## src/rtl/cache_fill_fsm.sv

```systemverilog
// Cache-miss block fill controller: one word read per cycle, one write per valid, one tag write.
// Optional critical-word-first ordering when CRIT_WORD_FIRST_EN is defined.
module cache_fill_fsm #(
    parameter int BLOCK_WORDS = 8,
    parameter int MEM_LATENCY = 4,
    parameter int ADDR_W      = 16
) (
    input  logic              clk,
    input  logic              rst,
    input  logic              miss_detected,
    input  logic [ADDR_W-1:0] miss_address,
    output logic              fsm_busy,
    output logic              mem_read,
    output logic [ADDR_W-1:0] memory_address,
    input  logic [15:0]       memory_data,
    input  logic              memory_data_valid,
    output logic              write_data_array,
    output logic [ADDR_W-1:0] cache_word_addr,
    output logic [15:0]       cache_data,
`ifdef CRIT_WORD_FIRST_EN
    output logic              crit_word_valid,
`endif
    output logic              write_tag_array
);

    localparam int LW = $clog2(BLOCK_WORDS);
    localparam int CW = LW + 1;
    localparam logic [ADDR_W-1:0] OFF_MASK = ADDR_W'((1 << (LW + 1)) - 1);

    if (BLOCK_WORDS < 2 || BLOCK_WORDS > 16 ||
        (BLOCK_WORDS & (BLOCK_WORDS - 1)) != 0 || MEM_LATENCY < 1) begin : g_bad_cfg
        $error("cache_fill_fsm: unsupported parameter set");
    end

    typedef enum logic {
        IDLE,
        FILL
    } state_t;

    state_t            state, state_d;
    logic [CW-1:0]     issue_cnt, issue_d;
    logic [CW-1:0]     recv_cnt, recv_d;
    logic [ADDR_W-1:0] blk, blk_d;
    logic [LW-1:0]     issue_idx, recv_idx;
    logic [LW-1:0]     w0, w0_d;

    function automatic logic [ADDR_W-1:0] word_off(input logic [LW-1:0] idx);
        return ADDR_W'({idx, 1'b0});
    endfunction

    assign cache_data = memory_data;

`ifdef CRIT_WORD_FIRST_EN
    assign w0_d = miss_address[LW:1];
`else
    assign w0_d = '0;
`endif

    // Once all requests are out the issue index freezes on the last word.
    always_comb begin
        issue_idx = issue_cnt[LW-1:0];
        if (issue_cnt == CW'(BLOCK_WORDS)) begin
            issue_idx = LW'(BLOCK_WORDS - 1);
        end
        issue_idx = issue_idx + w0;
        recv_idx  = recv_cnt[LW-1:0] + w0;
    end

    always_ff @(posedge clk or posedge rst) begin
        if (rst) begin
            state     <= IDLE;
            issue_cnt <= '0;
            recv_cnt  <= '0;
            blk       <= '0;
            w0        <= '0;
        end else begin
            state     <= state_d;
            issue_cnt <= issue_d;
            recv_cnt  <= recv_d;
            blk       <= blk_d;
            if (state == IDLE && miss_detected) begin
                w0 <= w0_d;
            end
        end
    end

    always_comb begin
        state_d          = state;
        issue_d          = issue_cnt;
        recv_d           = recv_cnt;
        blk_d            = blk;
        fsm_busy         = 1'b0;
        mem_read         = 1'b0;
        memory_address   = '0;
        write_data_array = 1'b0;
        cache_word_addr  = '0;
        write_tag_array  = 1'b0;
`ifdef CRIT_WORD_FIRST_EN
        crit_word_valid  = 1'b0;
`endif
        unique case (state)
            IDLE: begin
                fsm_busy = miss_detected;
                if (miss_detected) begin
                    state_d = FILL;
                    blk_d   = miss_address & ~OFF_MASK;
                    issue_d = '0;
                    recv_d  = '0;
                end
            end
            FILL: begin
                fsm_busy         = 1'b1;
                mem_read         = issue_cnt < CW'(BLOCK_WORDS);
                memory_address   = blk | word_off(issue_idx);
                write_data_array = memory_data_valid;
                cache_word_addr  = blk | word_off(recv_idx);
                if (mem_read) begin
                    issue_d = issue_cnt + 1'b1;
                end
                if (memory_data_valid) begin
                    recv_d = recv_cnt + 1'b1;
`ifdef CRIT_WORD_FIRST_EN
                    crit_word_valid = recv_cnt == '0;
`endif
                    if (recv_cnt == CW'(BLOCK_WORDS - 1)) begin
                        write_tag_array = 1'b1;
                        state_d         = IDLE;
                    end
                end
            end
            default: state_d = IDLE;
        endcase
    end

endmodule

```

## config.mk

```make
export PLATFORM = sky130hd
export DESIGN_NAME = cache_fill_fsm
export DESIGN_NICKNAME = d
export VERILOG_FILES = /design/src/rtl/cache_fill_fsm.sv
export SDC_FILE = /design/constraint.sdc
export NUM_CORES = 1
export LEC_CHECK = 0
export BUFFER_PORTS_ARGS = -buffer_cell sky130_fd_sc_hd__clkbuf_2
export CAP_MARGIN = 5
export CORE_AREA = 2 2 56 84
export DETAILED_ROUTE_END_ITERATION = 10
export DIE_AREA = 0 0 58 86
export PLACE_DENSITY = 0.7
export SYNTH_ARGS = -nofsm -noshare
export SYNTH_HDL_FRONTEND = slang
export SYNTH_SLANG_ARGS = --single-unit
export TNS_END_PERCENT = 50
```

## constraint.sdc

```tcl
create_clock -name clk -period 1.56 [get_ports clk]
set_clock_uncertainty 0.2 [all_clocks]
set_input_delay 0.078 -clock clk [delete_from_list [all_inputs] [get_ports clk]]
set_output_delay 0.078 -clock clk [all_outputs]
set_load 0.03 [all_outputs]
```

==> impl_metrics.ini <==
[run_status]
status = complete, but fails checks
violations = negative setup slack

[route]
routed_via_density = 4.34
wirelength_mm = 3.15
routed-via-count = 1147
drtIter0Drc = 37
ant_nets = 0
wl_per_cell_um = 11.9
drt-pass1-iter-count = 3
drc = 0

[cts]
tritoncts = done
cts_made_buffers = 3
cts_buffer_depth = 2
clk_pin_slew_ps = 80
clk_latency_ps = 260
cts.sink_count = 21
htree_num_levels = 1
root_buffer = clkbuf_8

[worst_setup_path]
critPathLaunchType = flip-flop
cp.required_ps = 1280
crit_arrival_ps = 1310
rr_endpoint = issue_cnt[2]
path_class = flip-flop to primary output
r2r_cells = 6
reg2reg_from = issue_cnt[0]
endpoint_kind = primary output
rrSetupSlack_ps = 110
cp_max_fo = 2

[run]
maxCapViolations = 0

[logic_synthesis]
ys_seq_elements = 21
yosysWarnings = 0
synthCells = 150
ys_seq_area_share_pct = 39.6
avgSynthCellArea_um2 = 8.85
synth_cell_types = 30
syn_area_mm2 = 0.00133

[floorplan]
ioPinCount = 88
die_area_mm2 = 0.00499
die_h_um = 86
start_util_pct = 31.5
std_cell_rows = 29
dieWidth_um = 58
fp.coreArea_mm2 = 0.00421

[pwr]
vdd_ir_drop_max_mv = 0.970
power_density_mw_per_mm2 = 2090
leakagePower_nw = 1.03

[finish]
final_util_pct = 46.4
area_growth_pct = 47.2
layout_common_cells = 43 x clkbuf_2, 39 x nand2_1, 32 x dlygate4sd3_1, 21 x dfrtp_1, 17 x buf_4
nets = 258
final-instance-count-excl-fill = 264
diodes = 0
drive_gt1_share_pct = 38.1
final_common_cell = clkbuf_2

[global_route]
gr-usage-all-layers_pct = 12.4
grt_pass1_vias = 1104
grt_pass1_wl_mm = 4.77
grt_overflow_total = 0
grt_max_degree = 22
antenna_found_initial = 0

[timing]
hold_viol_final = 0
drv_slew = 0
rsz0062_at_grt = true
timing.fmax_mhz = 629
fin_crit_sh_pct = 102
setup_viol = 3
setup_slack_ps = -29.4
fin_crit_ps = 1590

[placed_design]
port_buffers = 49
globalplace.congestion = 0.674
dpl.hpwl_mm = 1.95
dp_cells = 217

[min_path]
hold_path_class = primary input to asynchronous set/reset pin
[per-stage QoR]
stage / TNS [ps] / instance area (um^2) / setup slack [ps] / hold WS, ps / total power, mW
floorplan: 0 / 1330 / 12.0 / -145 / 2.94
global route: -316 / 1950 / -121 / 229 / 4.32
CTS: -116 / 1900 / -30.0 / 198 / 3.98
global placement: 0 / 1420 / 163 / -85.7 / 3.21
finish: -77.0 / 1950 / -29.4 / 185 / 4.08
detailed placement: 0 / 1420 / 144 / -81.1 / 3.26
[routing by layer]
| layer | global-route usage [%] | vias to the layer above | wire, um |
|---|---|---|---|
| li1 | - | 571 | - |
| met4 | 4.44 | 0 | 18 |
| met2 | 23.8 | 54 | 1740 |
| met1 | 13.5 | 520 | 1190 |
| met3 | 1.36 | 2 | 200 |
| met5 | 0 | - | 0 |
[timing repair]
item / in CTS / in global routing
pin swaps: 2 / 2
hold buffers: 32 / 0
hold endpoints to repair: 53 / 0
setup endpoints to repair: 4 / 34
gates resized for setup: 14 / 10
setup buffers: 6 / 5
[final cells by class]
| cell class | instances | area, um^2 |
|---|---|---|
| inverters | 6 | 22.5 |
| well taps | 46 | 57.6 |
| fillers | 406 | 2250 |
| repair buffers | 98 | 738 |
| flip-flops and latches | 21 | 526 |
| multi-input cells | 89 | 566 |
| clock buffers | 4 | 45.0 |
[synthesized netlist by cell type (all sizes together)]
cell / n / area [um^2]
conb: 1 / 3.75
dfrtp: 21 / 526
inv: 6 / 22.5
mux2: 2 / 30.0
nor2: 6 / 25.0
mux2i: 2 / 32.5
nor2b: 2 / 20.0
nand3: 4 / 20.0
nand2: 40 / 158
clkbuf: 2 / 7.51
and2: 15 / 93.8
a22o: 1 / 8.76
ha: 3 / 37.5
a21oi: 2 / 10.0
nand4: 1 / 6.26
o21ai: 1 / 5.00
nand2b: 1 / 13.8
and2b: 1 / 8.76
nand3b: 1 / 7.51
a31oi: 1 / 6.26
xor2: 1 / 8.76
nor3b: 1 / 12.5
o21a: 2 / 15.0
buf: 33 / 249
[power by group]
part	internal (mW)	leakage, nW	switching [mW]	total, mW
sequential	0.797	0.255	0.191	0.988
clock	0.182	0.0228	0.182	0.364
combinational	1.08	0.750	1.65	2.73
[registers in the layout, indices dropped and copies added (netlist names)]
name and flops:
issue_cnt 4, recv_cnt 4, state 1, blk 12
[cell families after synthesis]
family / count (synthesis) / synth area share, %
simple gates: 72 / 27.5
flops: 21 / 39.6
compound gates: 7 / 3.39
other cells: 1 / 0.282
mux: 4 / 4.71
xor+xnor: 1 / 0.660
fa+ha+maj: 3 / 2.83
buf+inv: 41 / 21.0
[worst max path at each step]
stage	from	end	slack (ps)	cells after the start
global route	issue_cnt[1]	memory_address[2]	-120	6
detailed placement	recv_cnt[0]	write_tag_array	140	4
CTS	issue_cnt[1]	memory_address[2]	-30	6
floorplan	recv_cnt[1]	state	10	4
global placement	recv_cnt[1]	write_tag_array	160	4
finish	issue_cnt[1]	memory_address[2]	-30	6
[critical path, cell delays in order (launching register included)]
cell	delay, ps
dfrtp_1	390
inv_1	60
ha_1	150
nand2_1	70
nor2_2	110
o21a_1	130
clkbuf_8	150
Note: power is estimated with default switching activity, not from simulation.
